## src/rtl/pipe_hazard_ctrl.sv

```systemverilog
// Hazard controller for a five-stage in-order pipeline: stall/flush/bubble control,
// EX operand and store-data forwarding, a halt-drain FSM and saturating event counters.
module pipe_hazard_ctrl #(
    parameter int REG_AW    = 4,
    parameter int CNT_W     = 16,
    parameter int DRAIN_CYC = 3
) (
    input  logic              clk,
    input  logic              rst,
    input  logic              id_valid,
    input  logic [REG_AW-1:0] id_rs,
    input  logic [REG_AW-1:0] id_rt,
    input  logic [REG_AW-1:0] id_rd,
    input  logic              id_rs_used,
    input  logic              id_rt_used,
    input  logic              id_regwrt,
    input  logic              id_load,
    input  logic              id_store,
    input  logic              id_halt,
    input  logic              id_br_taken,
    input  logic              imem_busy,
    input  logic              dmem_busy,
    output logic              pc_we,
    output logic              ifid_we,
    output logic              ifid_flush,
    output logic              idex_bubble,
    output logic              pipe_we,
    output logic [1:0]        fwd_a,
    output logic [1:0]        fwd_b,
    output logic              mem_fwd,
    output logic              halted,
    output logic [CNT_W-1:0]  stall_cnt,
    output logic [CNT_W-1:0]  flush_cnt
);

    localparam int DW = (DRAIN_CYC < 1) ? 1 : $clog2(DRAIN_CYC + 1);

    typedef struct packed {
        logic              valid;
        logic [REG_AW-1:0] rs;
        logic [REG_AW-1:0] rt;
        logic [REG_AW-1:0] rd;
        logic              regwrt;
        logic              load;
        logic              store;
    } shadow_t;

    typedef enum logic [1:0] {RUN, DRAIN, HALT} state_t;

    shadow_t       id_sh, ex_q, mem_q, wb_q;
    state_t        state, state_nxt;
    logic [DW-1:0] drain_cnt, drain_cnt_nxt;
    logic          freeze, load_use, branch, halt_acc, stall_ev;

    // A stage only produces a value when it really writes a nonzero register.
    function automatic logic reg_match(input shadow_t s, input logic [REG_AW-1:0] r);
        return s.valid && s.regwrt && (s.rd != '0) && (s.rd == r);
    endfunction

    assign id_sh = '{valid: id_valid, rs: id_rs, rt: id_rt, rd: id_rd,
                     regwrt: id_regwrt, load: id_load, store: id_store};

    assign freeze   = dmem_busy;
    assign load_use = ex_q.load &&
                      ((id_rs_used && reg_match(ex_q, id_rs)) ||
                       (id_rt_used && !id_store && reg_match(ex_q, id_rt)));
    assign branch   = id_valid && id_br_taken;
    assign halt_acc = (state == RUN) && id_valid && id_halt && !freeze && !load_use;
    assign stall_ev = (state == RUN) && (freeze || load_use);
    assign halted   = (state == HALT);

    always_comb begin
        fwd_a = 2'b00;
        if (reg_match(mem_q, ex_q.rs) && !mem_q.load) fwd_a = 2'b10;
        else if (reg_match(wb_q, ex_q.rs))            fwd_a = 2'b01;
        fwd_b = 2'b00;
        if (reg_match(mem_q, ex_q.rt) && !mem_q.load) fwd_b = 2'b10;
        else if (reg_match(wb_q, ex_q.rt))            fwd_b = 2'b01;
    end

    assign mem_fwd = mem_q.valid && mem_q.store && reg_match(wb_q, mem_q.rt);

    always_ff @(posedge clk) begin
        if (rst) state <= RUN;
        else     state <= state_nxt;
    end

    always_comb begin
        state_nxt     = state;
        drain_cnt_nxt = drain_cnt;
        case (state)
            RUN: begin
                if (halt_acc) begin
                    state_nxt     = DRAIN;
                    drain_cnt_nxt = DW'(DRAIN_CYC);
                end
            end
            DRAIN: begin
                if (pipe_we && (drain_cnt != '0)) drain_cnt_nxt = drain_cnt - DW'(1);
                if (drain_cnt_nxt == '0)          state_nxt     = HALT;
            end
            HALT:    state_nxt = HALT;
            default: state_nxt = RUN;
        endcase
    end

    // NOTE: every output takes its free-running value first, so no branch can infer a latch.
    always_comb begin
        pc_we       = 1'b1;
        ifid_we     = 1'b1;
        ifid_flush  = 1'b0;
        idex_bubble = 1'b0;
        pipe_we     = 1'b1;
        if (freeze) begin
            pc_we   = 1'b0;
            ifid_we = 1'b0;
            pipe_we = 1'b0;
        end else if (state != RUN || load_use) begin
            pc_we       = 1'b0;
            ifid_we     = 1'b0;
            idex_bubble = 1'b1;
        end else if (branch) begin
            ifid_flush = 1'b1;
        end else if (imem_busy) begin
            pc_we      = 1'b0;
            ifid_flush = 1'b1;
        end
    end

    // NOTE: non-blocking assignments let each stage capture its neighbour's pre-edge value.
    always_ff @(posedge clk) begin
        if (rst) begin
            ex_q      <= '0;
            mem_q     <= '0;
            wb_q      <= '0;
            drain_cnt <= '0;
            stall_cnt <= '0;
            flush_cnt <= '0;
        end else begin
            drain_cnt <= drain_cnt_nxt;
            if (pipe_we) begin
                ex_q  <= idex_bubble ? '0 : id_sh;
                mem_q <= ex_q;
                wb_q  <= mem_q;
            end
            if (stall_ev && (stall_cnt != '1))  stall_cnt <= stall_cnt + CNT_W'(1);
            if (ifid_flush && (flush_cnt != '1)) flush_cnt <= flush_cnt + CNT_W'(1);
        end
    end

    // Shadow fields kept for completeness but not consumed by any hazard rule.
    logic unused_shadow_bits;
    assign unused_shadow_bits = ^{ex_q.store, mem_q.rs, wb_q.rs, wb_q.rt, wb_q.load, wb_q.store};

endmodule

```

## config.mk

```make
export PLATFORM = sky130hd
export DESIGN_NAME = pipe_hazard_ctrl
export DESIGN_NICKNAME = d
export VERILOG_FILES = /design/src/rtl/pipe_hazard_ctrl.sv
export SDC_FILE = /design/constraint.sdc
export NUM_CORES = 1
export LEC_CHECK = 0
export CAP_MARGIN = 20
export CORE_MARGIN = 2
export CORE_UTILIZATION = 35
export DETAILED_ROUTE_END_ITERATION = 12
export GPL_TIMING_DRIVEN = 0
export PLACE_DENSITY = 0.56
export SETUP_SLACK_MARGIN = 0.15
export SYNTH_ARGS = -nofsm -noshare
export SYNTH_HDL_FRONTEND = slang
export SYNTH_SLANG_ARGS = --single-unit
```

## constraint.sdc

```tcl
create_clock -name clk -period 2.6 [get_ports clk]
set_clock_uncertainty 0.05 [all_clocks]
set_input_delay 0.52 -clock clk [delete_from_list [all_inputs] [get_ports clk]]
set_output_delay 0.52 -clock clk [all_outputs]
set_load 0.05 [all_outputs]
```

==> results_dict.tcl <==
set metrics [dict create \
    status "finished, final reports clean" \
    die_y_um 104.3 \
    netlist_area_um2 3523 \
    cts_sinks 70 \
    cp_num_buf_inv 3 \
    grt_overflow 0 \
    synth.distinct_cells 43 \
    num_rows 36 \
    place_inst 602 \
    crit_required_ps 2030 \
    avgSynthCellArea_um2 8.743 \
    endpoint_kind "primary output" \
    power_density_nw_per_um2 633.4 \
    grt_pass1_vias 3223 \
    r2r_slack_ps 310 \
    post-route-period-util_pct 93.91 \
    viasPerCell 5.296 \
    peakVddDrop_mv 0.3396 \
    dp_hpwl_um 7293 \
    netlist.area_leader.share_pct 39.77 \
    cp_slowest_stage_delay_ps 520 \
    slew_headroom_pct 60.16 \
    hold_viol 0 \
    antenna_found_initial 0 \
    crit_chain "clkdlybuf4s50_1 > nor2b_4 > nand4_1 > nand4_1 > buf_6 > a21oi_2 > buf_6" \
    cp_top_family "buffers and inverters" \
    multi_input_area_um2 2120 \
    ys_warn_count 0 \
    cts_hold_buf 0 \
    synth_commonest_cells "dfxtp_1 (70), nor2_1 (37), a21oi_1 (24), nand2_1 (24), xnor2_1 (22)" \
    io_buffers 66 \
    path_class "in -> out" \
    ys_seq_elements 70 \
    post-synth-top-count-cell "dfxtp_1" \
    nFillCells 996 \
    track_usage_pct 18.32 \
    antennaDiodeCount 0 \
    synth_area_leader_cell "dfxtp_1" \
    dieArea_um2 10890 \
    ys.flop_type "dfxtp_1" \
    drive_gt1_share_pct 15.21 \
    fmax_ghz 0.4096 \
    root_buffer "clkbuf_8" \
    cts_tree "built" \
    stdcell_count 626 \
    grt_setup_unrepaired "yes" \
    finalSetupViolCount 0 \
    cp_slowest_cell "clkdlybuf4s50_1" \
    crit_path_start_kind "input pin" \
    io_pins 67 \
    initial_core_util_pct 36.05 \
    async_reset_ff_share_pct 0 \
    leakage_nw 1.764 \
    synth.area.top_cells "dfxtp_1 (40%), mux2i_1 (6.0%), xnor2_1 (5.5%)" \
    min_period_ps 2442 \
    worstMarginPinSlew_ps 597.6 \
    dieWidth_um 104.3 \
    critPathMaxFanout 4 \
    use_met1_pct 25.45 \
    htreeDepth 3 \
    num_vias 3315 \
    slew_violations 0 \
    register_area_um2 1416 \
    routabilityCongestion 0.8375 \
    ys_seq_area_share_pct 39.77 \
    cts_max_path_buffers 2 \
    grt_pass1_wl_um 16140 \
    first_pass_iters 4 \
    worstSkewPairLatency_ps 340 \
    synth.net_count 434 \
    met3_usage_pct 2.882 \
    worstHoldPathType "in -> reg" \
    routedWlPerCell_um 15.87 \
    whs_ps 404.8 \
    cts_buffers 9 \
    top_usage_layer "met2" \
    drv_cap 0 \
    syn2layout_area_growth_pct 33.49 \
    crit_arrival_ps 1870 \
    grt_max_degree 12 \
    route.detailed.drc 0 \
    use_met2_pct 28.76 \
    nets 521 \
    core_area_um2 9774 \
    drt_iter0_markers 136 \
    syn_inst 403 \
    path_clk_slew_ps 80 \
    drt_wl_total_um 9932 \
    synth_edf_count 0 \
    antenna_left 0 \
]
==> worst register-to-register path, stage by stage (launching register included) <==
cell	delay [ps]
dfxtp_4	380
xor2_1	170
nor3_2	230
nand4_1	170
buf_4	180
buf_4	130
nand3_1	130
clkbuf_1	380
a21oi_1	140
a31o_2	230
==> per-layer routing <==
layer  vias to the layer above  part of all wire [%]
li1                       1654                     -
met1                      1585                    49
met2                        65                    45
met3                        11                   4.2
met4                         0                   1.4
met5                         -                     0
==> kinds of logic (layout without fill, tap and decap cells) <==
logic type / Yosys count / in the layout / share of synthesized area (%)
AOI/OAI and AO/OA: 81 / 81 / 15.27
xor gates and xnor gates: 28 / 28 / 6.960
adders and majority gates: 7 / 7 / 2.486
buffers and inverters: 30 / 120 / 3.267
DFF: 70 / 70 / 39.77
muxes: 27 / 27 / 7.883
and+or+nand+nor: 160 / 160 / 24.36
==> final cells by class <==
type / instances / share of cell area (%)
flip-flops and latches: 70 / 30.11
plain buffers: 19 / 1.995
inverters: 11 / 0.8779
repair buffers: 76 / 15.14
well taps: 133 / 3.538
multi-input cells: 303 / 45.07
clock inverters: 4 / 0.5587
clock buffers: 10 / 2.713
==> state kept, by name, indices dropped and copies added (netlist names) <==
register	cells
ex_q	16
flush_cnt	16
stall_cnt	16
mem_q	12
wb_q	6
drain_cnt	2
state	2
==> worst paths after layout <==
path | start | endpoint | depth (start not counted)
max reg2reg | ex_q[5]$_SDFFE_PP0N_ | stall_cnt[8]$_SDFFE_PP0P_ | 9
max | id_store | pc_we | 7
min reg2reg | ex_q[0]$_SDFFE_PP0N_ | ex_q[0]$_SDFFE_PP0N_ | 1
min | id_rt[2] | ex_q[9]$_SDFFE_PP0N_ | 2
==> placed cells by master, fill, tap and decap left out, types with 5 or more instances in the layout <==
cell,Yosys,layout
nor2_1,37,34
nor3_1,9,5
clkbuf_2,0,10
buf_4,0,9
inv_1,10,9
buf_2,2,5
xnor2_1,22,22
clkbuf_8,0,9
and3_1,10,10
mux2i_1,21,21
o31ai_1,9,9
nand3_1,16,16
and4_1,6,6
buf_6,0,5
a22o_1,17,17
o21ai_0,15,15
clkdlybuf4s50_1,0,47
or3_1,9,9
a21oi_1,24,22
dlygate4sd2_1,0,5
clkbuf_1,13,6
or4_1,11,11
nand4_1,21,21
dfxtp_1,70,66
ha_1,7,7
nand2_1,24,24
nor3_2,1,5
nor2b_1,8,7
==> per-stage QoR <==
stage | total power [mW] | TNS [ps] | cell area (um2) | setup WS (ps) | utilization [%]
after global routing | 3.144 | 0 | 4703 | 50.09 | 48.12
after floorplan | 1.871 | 0 | 3546 | 216.8 | -
after detailed placement | 2.153 | -19730 | 4373 | -1111 | 44.74
final | 2.979 | 0 | 4703 | 158.4 | 48.12
after CTS | 2.978 | 0 | 4648 | 119.5 | 47.56
after global placement | 2.131 | -18350 | 4373 | -1107 | 44.74
==> where the power goes <==
part	internal [mW]	switching [mW]	total [mW]
clock	0.334	0.409	0.744
combinational	0.397	0.571	0.968
sequential	1.16	0.108	1.27
total	1.89	1.09	2.98
==> what timing repair did <==
item / 4_1_cts / 5_1_grt
pin swaps: 10 / 7
hold endpoints to repair: 0 / 0
buffers inserted: 7 / 3
endpoints found under the setup margin: 36 / 49
resized for setup: 81 / 31
No activity file was read; power rests on OpenSTA's default activity.
